===== src/rtl/mod_147_3_7_link_monitor_pkg.sv =====
// Clause 147 link-monitor shared definitions: state encodings, default
// qualification/hold cycle counts and counter width.
package pkg_147_link;

    typedef enum logic [1:0] {
        LINK_DOWN = 2'd0,
        LINK_QUAL = 2'd1,
        LINK_UP   = 2'd2,
        LINK_HOLD = 2'd3
    } lm_state_t;

    // 50 ms at 25 MHz
    localparam int unsigned LINK_QUAL_CYCLES_DEF = 1250000;
    localparam int unsigned LINK_HOLD_CYCLES_DEF = 1250000;
    localparam int unsigned CNT_W_DEF            = 21;

    function automatic logic link_is_ok(lm_state_t s);
        return (s == LINK_UP) || (s == LINK_HOLD);
    endfunction

endpackage


===== src/rtl/mod_147_3_7_link_monitor_if.sv =====
// Control and status bundle of the Clause 147 link monitor.
interface mod_147_3_7_link_monitor_if;
    import pkg_147_link::*;

    logic      link_control;
    logic      pma_reset;
    logic      signal_ok;
    logic      link_status;
    logic      link_hold_timer_done;
    logic      link_hold_timer_not_done;
    lm_state_t lm_state;

    modport master (
        output link_control, pma_reset, signal_ok,
        input  link_status, link_hold_timer_done, link_hold_timer_not_done, lm_state
    );

    modport slave (
        input  link_control, pma_reset, signal_ok,
        output link_status, link_hold_timer_done, link_hold_timer_not_done, lm_state
    );

endinterface


===== src/rtl/mod_147_3_7_2_link_hold_counter.sv =====
// Shared qualification/hold down-counter: load N-1 on start, expire N cycles
// later, saturate at zero when idle.
module mod_147_3_7_2_link_hold_counter #(
    parameter int unsigned CNT_W = 21
) (
    input  logic             clk,
    input  logic             reset_n,
    input  logic             start,
    input  logic             clear,
    input  logic [CNT_W-1:0] load_value,
    output logic             expire,
    output logic             done,
    output logic             not_done
);

    logic [CNT_W-1:0] count;
    logic             running;

    // Clear wins over start and over a coincident expiry, so an aborted
    // timer never produces a done pulse.
    always_ff @(posedge clk or negedge reset_n) begin
        if (!reset_n) begin
            count   <= '0;
            running <= 1'b0;
            done    <= 1'b0;
        end else begin
            done <= 1'b0;
            if (clear) begin
                count   <= '0;
                running <= 1'b0;
            end else if (start) begin
                count   <= load_value;
                running <= 1'b1;
            end else if (running) begin
                if (count == '0) begin
                    running <= 1'b0;
                    done    <= 1'b1;
                end else begin
                    count <= count - 1'b1;
                end
            end
        end
    end

    assign expire   = running && (count == '0);
    assign not_done = running;

endmodule


===== src/rtl/mod_147_3_7_link_monitor.sv =====
// Clause 147 link monitor: qualifies signal_ok before declaring link up and
// tolerates short signal loss before declaring link down.
module mod_147_3_7_link_monitor
    import pkg_147_link::*;
#(
    parameter int unsigned LINK_QUAL_CYCLES = LINK_QUAL_CYCLES_DEF,
    parameter int unsigned LINK_HOLD_CYCLES = LINK_HOLD_CYCLES_DEF,
    parameter int unsigned CNT_W            = CNT_W_DEF
) (
    input  logic                         clk,
    input  logic                         reset_n,
    mod_147_3_7_link_monitor_if.slave    lm
);

    localparam logic [CNT_W-1:0] QUAL_LOAD = CNT_W'(LINK_QUAL_CYCLES - 1);
    localparam logic [CNT_W-1:0] HOLD_LOAD = CNT_W'(LINK_HOLD_CYCLES - 1);

    lm_state_t        state;
    lm_state_t        next_state;
    logic             force_down;
    logic             timer_start;
    logic             timer_clear;
    logic             timer_expire;
    logic             status_d;
    logic [CNT_W-1:0] load_value;

    assign force_down = !lm.link_control || lm.pma_reset;

    always_ff @(posedge clk or negedge reset_n) begin
        if (!reset_n) begin
            state          <= LINK_DOWN;
            lm.link_status <= 1'b0;
        end else begin
            state          <= next_state;
            lm.link_status <= status_d;
        end
    end

    // A signal_ok change takes priority over a coincident timer expiry.
    always_comb begin
        next_state = LINK_DOWN;
        if (!force_down) begin
            case (state)
                LINK_DOWN: next_state = lm.signal_ok ? LINK_QUAL : LINK_DOWN;
                LINK_QUAL: begin
                    if (!lm.signal_ok)     next_state = LINK_DOWN;
                    else if (timer_expire) next_state = LINK_UP;
                    else                   next_state = LINK_QUAL;
                end
                LINK_UP:   next_state = lm.signal_ok ? LINK_UP : LINK_HOLD;
                LINK_HOLD: begin
                    if (lm.signal_ok)      next_state = LINK_UP;
                    else if (timer_expire) next_state = LINK_DOWN;
                    else                   next_state = LINK_HOLD;
                end
                default:   next_state = LINK_DOWN;
            endcase
        end
    end

    always_comb begin
        timer_start = 1'b0;
        timer_clear = force_down;
        load_value  = (state == LINK_UP) ? HOLD_LOAD : QUAL_LOAD;
        status_d    = link_is_ok(next_state);
        if (!force_down) begin
            timer_start = ((state == LINK_DOWN) &&  lm.signal_ok) ||
                          ((state == LINK_UP)   && !lm.signal_ok);
            timer_clear = ((state == LINK_QUAL) && !lm.signal_ok) ||
                          ((state == LINK_HOLD) &&  lm.signal_ok);
        end
    end

    mod_147_3_7_2_link_hold_counter #(
        .CNT_W (CNT_W)
    ) u_link_hold_counter (
        .clk        (clk),
        .reset_n    (reset_n),
        .start      (timer_start),
        .clear      (timer_clear),
        .load_value (load_value),
        .expire     (timer_expire),
        .done       (lm.link_hold_timer_done),
        .not_done   (lm.link_hold_timer_not_done)
    );

    assign lm.lm_state = state;

endmodule


===== src/flat_wrapper.sv =====
// flat-port wrapper written by rule: the top's interface ports become plain ports
module mod_147_3_7_link_monitor_flat import pkg_147_link::*;
#(
    parameter int unsigned LINK_QUAL_CYCLES = LINK_QUAL_CYCLES_DEF,
    parameter int unsigned LINK_HOLD_CYCLES = LINK_HOLD_CYCLES_DEF,
    parameter int unsigned CNT_W            = CNT_W_DEF
)
  (clk, reset_n, lm_link_control, lm_pma_reset, lm_signal_ok, lm_link_status, lm_link_hold_timer_done, lm_link_hold_timer_not_done, lm_lm_state);
  mod_147_3_7_link_monitor_if lm_i ();
  input  logic clk;
  input  logic reset_n;
  input wire logic [$bits(lm_i.link_control)-1:0] lm_link_control;
  input wire logic [$bits(lm_i.pma_reset)-1:0] lm_pma_reset;
  input wire logic [$bits(lm_i.signal_ok)-1:0] lm_signal_ok;
  output wire logic [$bits(lm_i.link_status)-1:0] lm_link_status;
  output wire logic [$bits(lm_i.link_hold_timer_done)-1:0] lm_link_hold_timer_done;
  output wire logic [$bits(lm_i.link_hold_timer_not_done)-1:0] lm_link_hold_timer_not_done;
  output wire logic [$bits(lm_i.lm_state)-1:0] lm_lm_state;
  assign lm_i.link_control = lm_link_control;
  assign lm_i.pma_reset = lm_pma_reset;
  assign lm_i.signal_ok = lm_signal_ok;
  assign lm_link_status = lm_i.link_status;
  assign lm_link_hold_timer_done = lm_i.link_hold_timer_done;
  assign lm_link_hold_timer_not_done = lm_i.link_hold_timer_not_done;
  assign lm_lm_state = lm_i.lm_state;
  mod_147_3_7_link_monitor #(.LINK_QUAL_CYCLES(LINK_QUAL_CYCLES), .LINK_HOLD_CYCLES(LINK_HOLD_CYCLES), .CNT_W(CNT_W)) u_core (.clk(clk), .reset_n(reset_n), .lm(lm_i));
endmodule

===== config.mk =====
export PLATFORM = sky130hd
export DESIGN_NAME = mod_147_3_7_link_monitor_flat
export DESIGN_NICKNAME = d
export VERILOG_FILES = /design/src/rtl/mod_147_3_7_link_monitor_pkg.sv /design/src/rtl/mod_147_3_7_link_monitor_if.sv /design/src/rtl/mod_147_3_7_2_link_hold_counter.sv /design/src/rtl/mod_147_3_7_link_monitor.sv /design/src/flat_wrapper.sv
export SDC_FILE = /design/constraint.sdc
export NUM_CORES = 1
export LEC_CHECK = 0
export ABC_AREA = 1
export CAP_MARGIN = 10
export CORE_ASPECT_RATIO = 0.5
export CORE_UTILIZATION = 48
export CTS_BUF_LIST = sky130_fd_sc_hd__clkbuf_2 sky130_fd_sc_hd__clkbuf_4 sky130_fd_sc_hd__clkbuf_8
export DETAILED_ROUTE_END_ITERATION = 8
export PLACE_DENSITY = 0.69
export SLEW_MARGIN = 25
export SYNTH_ARGS = -nofsm -noshare
export SYNTH_HDL_FRONTEND = slang
export SYNTH_SLANG_ARGS = --single-unit

===== constraint.sdc =====
create_clock -name clk -period 2 [get_ports clk]
set_input_delay 0.2 -clock clk [delete_from_list [all_inputs] [get_ports clk]]
set_output_delay 0.2 -clock clk [all_outputs]
set_load 0.01 [all_outputs]

==> flow_metrics.env, run 1 <==
export IMPL_initial_core_util=0.530
export IMPL_yosysTopAreaCell="dfrtp_1"
export IMPL_ios=10
export IMPL_syn_area_sq_um=1680
export IMPL_cts_hold_buf=0
export IMPL_r2r_end="u_core.u_link_hold_counter.count[18]"
export IMPL_tns_ns=0
export IMPL_cts_max_path_buffers=2
export IMPL_slew_limit_headroom=0.671
export IMPL_rrSetupSlack_ns=0.27
export IMPL_dr_pass1_iters=5
export IMPL_grt_use_total=0.223
export IMPL_root_buffer="clkbuf_8"
export IMPL_cts_buffers=3
export IMPL_syn_to_final_growth_pct=11.5
export IMPL_criticalPathCategory="register to register"
export IMPL_power_density_nw_per_um2=1060
export IMPL_irDropWorstVdd_mv=0.461
export IMPL_worst_clock_skew_ns=0.00376
export IMPL_clkTransAtPathRegs_ns=0.09
export IMPL_synth_nets=249
export IMPL_drive_gt1_frac=0.0906
export IMPL_post_route_drc_count=0
export IMPL_cp_max_fo=5
export IMPL_synth_area_leaders="dfrtp_1, nand2_1, nor2_1"
export IMPL_worst_setup_path_end_kind="register"
export IMPL_cts_tree="yes"
export IMPL_finalCritPeriodShare=0.866
export IMPL_reg2reg_depth=10
export IMPL_cts_sinks=26
export IMPL_grt_pass1_vias=1317
export IMPL_overflow=0
export IMPL_critPathArrivalTime_ns=1.94
export IMPL_fmax_ghz=0.578
export IMPL_finalNetCount=262
export IMPL_dp_hpwl_microns=2860
export IMPL_cts_setup_buffers=0
export IMPL_fin_hold_ws_ns=0.286
export IMPL_rsz0062_at_grt="no"
export IMPL_finalHoldViolations=0
export IMPL_htreeDepth=1
export IMPL_r2r_start="u_core.u_link_hold_counter.count[0]"
export IMPL_wire_per_inst_microns=12.8
export IMPL_tightest_slew_ns=0.492
export IMPL_fp_dieH_microns=43.8
export IMPL_yosys_most_used_dff="dfrtp_1"
export IMPL_final_cell_mix="nand2_1, nor2_1, dfrtp_1"
export IMPL_yosysWarnings=0
export IMPL_p_leak_uw=0.00105
export IMPL_io_buffers=9
export IMPL_antenna_found_initial=0
export IMPL_setup_violations=0
export IMPL_worstSkewPairLatency_ns=0.27
export IMPL_ys_ff_latch=26
export IMPL_die_w_microns=85.7
export IMPL_synth_top_area_share=0.387
export IMPL_core_area_sq_um=3170
export IMPL_synth_cell_type_count=24
export IMPL_ys_seq_area_frac=0.387
export IMPL_diodes=0
export IMPL_synth_area_per_cell_sq_um=6.94
export IMPL_grt_max_degree=27
export IMPL_place_congestion=0.849
export IMPL_dr_first_iter_drc_count=128
export IMPL_drv_cap=0
export IMPL_grt_pass1_wl_microns=6310
export IMPL_num_vias=1555
export IMPL_die_area_sq_um=3760
export IMPL_status="completed"
export IMPL_syn_inst=242
export IMPL_async_flop_share=1.00
export IMPL_wl_microns=3860
export IMPL_synth_edf_count=0
export IMPL_num_rows=14
export IMPL_routed_via_density=5.15
export IMPL_drv_slew=0
export IMPL_cts_resized=0
export IMPL_postRouteAntennaNets=0
export IMPL_final_common_cell="nand2_1"
export IMPL_required_ns=2.21
export IMPL_min_period_ns=1.73
export IMPL_startpoint_type="register"
export IMPL_hold_path_class="input port to asynchronous set/reset pin"
-- logic make-up (layout without fill, tap and decap cells) --
logic type               count (synthesis)  after routing  share of synthesized area
AO/OA/AOI/OAI                           10             10                     0.0313
XOR/XNOR                                10             10                     0.0521
adder cells (fa/ha/maj)                  2              2                     0.0149
buffers and inverters                   25             37                     0.0663
flip-flops                              26             26                      0.387
AND/OR/NAND/NOR                        169            169                      0.448
-- cell usage after synthesis (all sizes together) (2+ instances only) --
master  number
nand4        7
o21ai        9
nand3       20
inv         22
buf          2
nor2        47
xor2         9
nand2       92
ha           2
dfrtp       26
-- sequential cells by signal, summed over array words and instances (netlist names) --
| name | flops |
|---|---|
| u_core.u_link_hold_counter.done | 1 |
| u_core.lm.link_status | 1 |
| u_core.u_link_hold_counter.not_done | 1 |
| u_core.u_link_hold_counter.count | 21 |
| u_core.lm.lm_state | 2 |
-- power by group --
part           leakage, uW  internal (uW)  switching, uW  total, uW
clock            0.0000288            176            174        351
combinational     0.000662            342            636        978
sequential        0.000356            584           82.4        666
total              0.00105           1100            893       2000
-- worst max-delay path by stage --
stage	slack [ns]	start	cells past startpoint	endpoint
6_report	0.27	u_core.u_link_hold_counter.count[0]	10	u_core.u_link_hold_counter.count[18]
5_1_grt	0.07	u_core.u_link_hold_counter.count[0]	10	u_core.u_link_hold_counter.count[18]
4_1_cts	0.26	u_core.u_link_hold_counter.count[0]	9	u_core.u_link_hold_counter.count[0]
3_5_place_dp	0.19	lm_signal_ok	8	u_core.u_link_hold_counter.count[0]
3_3_place_gp	0.23	lm_link_control	9	u_core.u_link_hold_counter.count[0]
2_1_floorplan	0.54	u_core.u_link_hold_counter.count[0]	10	u_core.u_link_hold_counter.count[10]
-- critical path: stages (launching register included) --
cell	delay [ns]
dfrtp_1	0.38
inv_1	0.14
ha_1	0.22
nand2_1	0.15
nor2_2	0.21
nand2_1	0.14
nor2_2	0.15
inv_1	0.05
nor2_1	0.09
nor2_1	0.04
nor2_1	0.09
-- stage by stage --
step,cells,setup WS [ns],power (uW),utilization,area (sq um)
after floorplan,242,0.540,1440,-,1680
after global placement,298,0.230,1610,0.574,1820
after detailed placement,298,0.187,1640,0.574,1820
after CTS,302,0.262,1990,0.591,1870
after global routing,302,0.0748,2160,0.591,1870
final,302,0.269,2000,0.591,1870
-- layer usage --
layer | up-vias | global-route usage | part of all wire | wire length [microns]
met2 | 68 | 0.346 | 0.41 | 1600
met5 | - | 0 | 0 | 0
li1 | 779 | - | - | -
met4 | 0 | 0.0200 | 0.0052 | 20
met3 | 4 | 0.0590 | 0.079 | 305
met1 | 704 | 0.329 | 0.50 | 1930
-- final cells by class --
| cell class | instances | area, sq um |
|---|---|---|
| Clock buffer | 4 | 55.1 |
| Multi-Input combinational cell | 191 | 918 |
| Timing Repair Buffer | 11 | 105 |
| Inverter | 22 | 85.1 |
| Tap cell | 48 | 60.1 |
| Fill cell | 312 | 1300 |
| Sequential cell | 26 | 651 |
No activity file was read; power rests on OpenSTA's default activity.
==> run 2, diff against run 1 <==
--- a/config.mk
+++ b/config.mk
@@ -11,7 +11,8 @@
 export CORE_UTILIZATION = 48
 export CTS_BUF_LIST = sky130_fd_sc_hd__clkbuf_2 sky130_fd_sc_hd__clkbuf_4 sky130_fd_sc_hd__clkbuf_8
 export DETAILED_ROUTE_END_ITERATION = 8
-export PLACE_DENSITY = 0.69
+export DONT_BUFFER_PORTS = 1
+export PLACE_DENSITY = 0.65
 export SLEW_MARGIN = 25
 export SYNTH_ARGS = -nofsm -noshare
 export SYNTH_HDL_FRONTEND = slang
==> run 2 against run 1 <==
Cell count down 2.3%. Combinational power up 0.4%. Wire length shrank 0.67%. Critical endpoint is now u_core.u_link_hold_counter.count[2].
==> flow_metrics.env, run 2 (synthesized netlist as in run 1, its figures left out) <==
export IMPL_status="completed"
export IMPL_cp_max_fo=16
export IMPL_final_common_cell="nand2_1"
export IMPL_clkTransAtPathRegs_ns=0.10
export IMPL_htreeDepth=1
export IMPL_holdPathStages=3
export IMPL_drive_gt1_frac=0.0972
export IMPL_overflow=0
export IMPL_min_period_ns=1.75
export IMPL_critPathArrivalTime_ns=1.91
export IMPL_criticalPathCategory="register to register"
export IMPL_worst_setup_path_end_kind="register"
export IMPL_intPower_uw=1110
export IMPL_cp_cell_sequence="nor2_1 > nand2_1 > nor2_4 > nand3_4 > nand3_2 > nand2_2 > o21ai_0 > nand2_1"
export IMPL_grt_pass1_wl_microns=6400
export IMPL_cts_max_path_buffers=2
export IMPL_startpoint_type="register"
export IMPL_grt_pass1_vias=1336
export IMPL_initial_core_util=0.530
export IMPL_cts_sinks=26
export IMPL_sw_frac_of_total=0.445
export IMPL_required_ns=2.16
export IMPL_place_ws_ns=0.267
export IMPL_wire_per_inst_microns=13.0
export IMPL_rsz0062_at_grt="no"
export IMPL_crit_path_top_delay_cell="dfrtp_1"
export IMPL_die_area_sq_um=3760
export IMPL_cts_tree="yes"
export IMPL_root_buffer="clkbuf_8"
export IMPL_worstSkewPairLatency_ns=0.28
export IMPL_worst_clock_skew_ns=0.0136
export IMPL_fp_dieH_microns=43.8
export IMPL_postLayoutCoreUtil=0.572
export IMPL_slew_limit_headroom=0.713
export IMPL_grt_use_total=0.226
export IMPL_setup_violations=0
export IMPL_fmax_ghz=0.570
export IMPL_path_common_cell="nand2_1"
export IMPL_seqPwrFrac=0.334
export IMPL_post_route_drc_count=0
export IMPL_hold_path_class="input port to register"
export IMPL_die_w_microns=85.7
export IMPL_tns_ns=0
export IMPL_final_cell_count_no_fill=295
export IMPL_core_area_sq_um=3170
export IMPL_io_buffers=0
export IMPL_num_vias=1491
export IMPL_combPwrFrac=0.492
export IMPL_syn_to_final_growth_pct=7.97
export IMPL_num_rows=14
export IMPL_drv_slew=0
export IMPL_clockPowerShare=0.175
export IMPL_cpPeakStageDelay_ns=0.45
export IMPL_drv_cap=0
export IMPL_power_density_nw_per_um2=1100
export IMPL_dp_hpwl_microns=2800
export IMPL_setup_ws_ns=0.246
export IMPL_finalHoldViolations=0
export IMPL_ios=10
export IMPL_diodes=0
export IMPL_largest_reg_flops=21
export IMPL_finalCritPeriodShare=0.877
export IMPL_grt_max_degree=27
export IMPL_wl_microns=3830
export IMPL_postRouteAntennaNets=0
export IMPL_irDropWorstVdd_mv=0.423
export IMPL_tightest_slew_ns=0.430
export IMPL_dp_cells=289
export IMPL_largest_register="u_core.u_link_hold_counter.count"
export IMPL_switching_power_uw=889
export IMPL_place_congestion=0.862
export IMPL_finalNetCount=255
export IMPL_p_leak_uw=0.00103
export IMPL_reg2reg_depth=8
export IMPL_routed_via_density=5.05
export IMPL_final_cell_mix="nand2_1, nor2_1, dfrtp_1"
export IMPL_antenna_found_initial=0
export IMPL_dr_first_iter_drc_count=89
export IMPL_cts_buffers=3
export IMPL_dr_pass1_iters=5
==> run 2: final timing paths <==
path	slack, ns	start	to
min in group asynchronous	0.34	reset_n	u_core.u_link_hold_counter.count[17]
worst max register to register	0.25	u_core.u_link_hold_counter.count[10]	u_core.u_link_hold_counter.count[2]
worst min-delay path	0.18	lm_pma_reset	u_core.lm.lm_state[1]
max in group asynchronous	1.49	reset_n	u_core.u_link_hold_counter.count[2]
worst max-delay path	0.25	u_core.u_link_hold_counter.count[10]	u_core.u_link_hold_counter.count[2]
worst min register to register	0.50	u_core.u_link_hold_counter.count[0]	u_core.u_link_hold_counter.count[0]
==> run 2: repair_timing <==
action                     CTS  global route
buffers inserted             0             0
hold endpoints to repair    26             0
hold buffers                 2             0
setup endpoints to repair    0             0
resized for setup            0             0
==> run 2: final cells by class <==
type                    instances  area [sq um]
repair buffers                  4          45.0
fillers                       307          1360
well taps                      48          60.1
flip-flops and latches         26           651
multi-input cells             191           918
clock buffers                   4          55.1
inverters                      22          85.1
==> run 2: power groups by stage <==
stage | logic [uW] | clock network, uW | registers (uW)
2_1_floorplan | 785 | 0 | 653
3_3_place_gp | 941 | 0 | 674
3_5_place_dp | 955 | 0 | 673
4_1_cts | 978 | 363 | 664
5_1_grt | 1110 | 382 | 676
6_report | 982 | 349 | 666
==> run 2: through the flow <==
step           area [sq um]  total power, uW  hold WS [ns]
6_report               1810             2000         0.178
3_5_place_dp           1730             1630       -0.0948
3_3_place_gp           1730             1610       -0.0950
4_1_cts                1810             2000         0.167
5_1_grt                1810             2170         0.181
2_1_floorplan          1680             1440       -0.0956
==> run 2: metal layers <==
| metal | vias to the layer above | GRT usage | wire, microns |
|---|---|---|---|
| met2 | 33 | 0.333 | 1540 |
| met3 | 2 | 0.0552 | 204 |
| li1 | 761 | - | - |
| met1 | 695 | 0.341 | 2080 |
| met4 | 0 | 0.0400 | 9 |
| met5 | - | 0 | 0 |
==> run 2: critical path, delay by kind of cell (launching register included) <==
kind	cells	cell delay, ns
compound gates	1	0.17
flops	1	0.45
simple gates	7	1.01
==> run 3, diff against run 2 <==
--- a/config.mk
+++ b/config.mk
@@ -7,7 +7,8 @@
 export LEC_CHECK = 0
 export ABC_AREA = 1
 export CAP_MARGIN = 10
-export CORE_ASPECT_RATIO = 0.5
+export CORE_ASPECT_RATIO = 0.6
+export CORE_MARGIN = 2
 export CORE_UTILIZATION = 48
 export CTS_BUF_LIST = sky130_fd_sc_hd__clkbuf_2 sky130_fd_sc_hd__clkbuf_4 sky130_fd_sc_hd__clkbuf_8
 export DETAILED_ROUTE_END_ITERATION = 8
==> run 3 against run 2 <==
Power down 2.9%. Fmax down 0.70%. Combinational power down 0.9%. Hold slack worse by 0.010 ns. Design area down 0.97%. Clock skew down 0.0092 ns. Clock power down 14%. Global-route usage down 1.1 points. Via count up 1.0%. Register-to-register slack about the same. Sequential power about the same. Critical path type unchanged. Critical endpoint is now u_core.u_link_hold_counter.count[3]. Largest cell class unchanged. Largest power group unchanged.
==> flow_metrics.env, run 3 (synthesized netlist as in run 1, its figures left out) <==
export IMPL_dr_first_iter_drc_count=106
export IMPL_finalNetCount=255
export IMPL_r2r_end="u_core.u_link_hold_counter.count[3]"
export IMPL_num_vias=1506
export IMPL_cts_setup_buffers=0
export IMPL_cts_sinks=26
export IMPL_min_from="lm_pma_reset"
export IMPL_die_w_microns=80.4
export IMPL_fp_dieH_microns=49.8
export IMPL_ios=10
export IMPL_antenna_found_initial=0
export IMPL_path_delay_family="simple AND/OR/NAND/NOR gates"
export IMPL_required_ns=2.16
export IMPL_setup_violations=0
export IMPL_post_route_drc_count=0
export IMPL_tightest_slew_ns=0.524
export IMPL_postLayoutCoreUtil=0.544
export IMPL_place_congestion=0.910
export IMPL_rrSetupSlack_ns=0.23
export IMPL_io_buffers=0
export IMPL_syn_to_final_growth_pct=6.92
export IMPL_wl_microns=3770
export IMPL_cp_max_fo=16
export IMPL_clkTransAtPathRegs_ns=0.09
export IMPL_reg2reg_depth=8
export IMPL_slew_limit_headroom=0.650
export IMPL_cp_buffers_inverters=0
export IMPL_grt_use_total=0.215
export IMPL_power_density_nw_per_um2=1080
export IMPL_criticalPathCategory="register to register"
export IMPL_die_area_sq_um=4010
export IMPL_rsz0062_at_grt="no"
export IMPL_cp_cell_sequence="nor2_1 > nand2_1 > nor2_4 > nand3_4 > nand3_2 > nand2_2 > o21ai_0 > nand2_1"
export IMPL_min_period_ns=1.77
export IMPL_num_rows=16
export IMPL_wl_met1_microns=1910
export IMPL_p_total_uw=1940
export IMPL_wl_met3_microns=343
export IMPL_met2_length_microns=1480
export IMPL_routed_top_layer="met4"
export IMPL_finalHoldViolations=0
export IMPL_cts_buffers=3
export IMPL_final_cell_count_no_fill=291
export IMPL_dp_cells=286
export IMPL_r2r_start="u_core.u_link_hold_counter.count[10]"
export IMPL_postRouteAntennaNets=0
export IMPL_drv_cap=0
export IMPL_critPathArrivalTime_ns=1.93
export IMPL_irDropWorstVdd_mv=0.501
export IMPL_fmax_ghz=0.566
export IMPL_path_depth=8
export IMPL_crit_path_end="u_core.u_link_hold_counter.count[3]"
export IMPL_n_fill_cell=308
export IMPL_wire_per_inst_microns=12.9
export IMPL_cts_max_path_buffers=2
export IMPL_routed_via_density=5.18
export IMPL_core_area_sq_um=3300
export IMPL_final_cell_mix="nand2_1, nor2_1, dfrtp_1"
export IMPL_dp_hpwl_microns=2810
export IMPL_overflow=0
export IMPL_dr_pass1_iters=5
export IMPL_finalCritPeriodShare=0.883
export IMPL_grt_max_degree=27
export IMPL_initial_core_util=0.509
export IMPL_drv_slew=0
export IMPL_cts_tree="yes"
export IMPL_status="completed"
export IMPL_p_leak_uw=0.00102
export IMPL_startpoint="u_core.u_link_hold_counter.count[10]"
export IMPL_worstSkewPairLatency_ns=0.27
export IMPL_root_buffer="clkbuf_8"
export IMPL_worst_setup_path_end_kind="register"
export IMPL_htreeDepth=1
export IMPL_grt_pass1_wl_microns=6510
export IMPL_largest_reg_flops=21
export IMPL_tns_ns=0
export IMPL_grt_pass1_vias=1315
export IMPL_final_common_cell="nand2_1"
export IMPL_startpoint_type="register"
export IMPL_drive_gt1_frac=0.0935
export IMPL_crit_path_top_delay_cell="dfrtp_1"
export IMPL_worst_clock_skew_ns=0.00432
export IMPL_largest_register="u_core.u_link_hold_counter.count"
export IMPL_path_common_cell="nand2_1"
export IMPL_hold_path_class="input port to register"
export IMPL_cpPeakStageDelay_ns=0.44
export IMPL_diodes=0
[run 3: cell types whose count changed in the layout (fill, tap and decap cells not counted)]
cell | previous run | this run
clkbuf_8 | 4 | 3
[run 3: per-stage QoR]
stage,area (sq um),hold WS [ns],setup slack [ns]
3_3_place_gp,1730,-0.0952,0.294
2_1_floorplan,1680,-0.0956,0.540
4_1_cts,1800,0.161,0.226
5_1_grt,1800,0.195,0.0635
6_report,1800,0.167,0.234
3_5_place_dp,1730,-0.0952,0.247
[run 3: what timing repair did]
action                                  4_1_cts  5_1_grt
gates resized for setup                       0        0
endpoints found under the setup margin        0        0
hold endpoints to repair                     26        0
hold buffers                                  2        0
[run 3: cell type report]
| class | count | area [sq um] | share of cell area |
|---|---|---|---|
| clock buffers | 3 | 41.3 | 0.0230 |
| inverters | 22 | 85.1 | 0.0474 |
| multi-input cells | 191 | 918 | 0.511 |
| flip-flops and latches | 26 | 651 | 0.362 |
| well taps | 45 | 56.3 | 0.0313 |
| repair buffers | 4 | 45.0 | 0.0251 |
[run 3: routing by layer]
metal  global-route usage  vias to the layer above
met5                    0                        -
met4               0.0565                        0
met3               0.0696                        2
met2                0.276                       58
met1                0.337                      681
li1                     -                      765
[run 3: worst reg2reg max path, stage by stage, from the launching register on]
cell and delay [ns]:
dfrtp_1 0.44, nor2_1 0.25, nand2_1 0.15, nor2_4 0.13
nand3_4 0.11, nand3_2 0.11, nand2_2 0.21, o21ai_0 0.17
nand2_1 0.08
[run 3: worst min-delay path by stage]
| stage | end | cells past startpoint |
|---|---|---|
| after global placement | u_core.u_link_hold_counter.count[2] | 0 |
| after detailed placement | u_core.u_link_hold_counter.count[2] | 0 |
| final | u_core.lm.lm_state[1] | 3 |
| after global routing | u_core.lm.lm_state[1] | 3 |
| after CTS | u_core.lm.lm_state[1] | 3 |
| after floorplan | u_core.lm.link_status | 0 |
[run 3: power breakdown]
group,switching (uW),internal (uW),total (uW),leakage [uW]
registers,80.9,584,665,0.000356
logic,634,338,973,0.000643
clock network,165,135,300,0.0000216
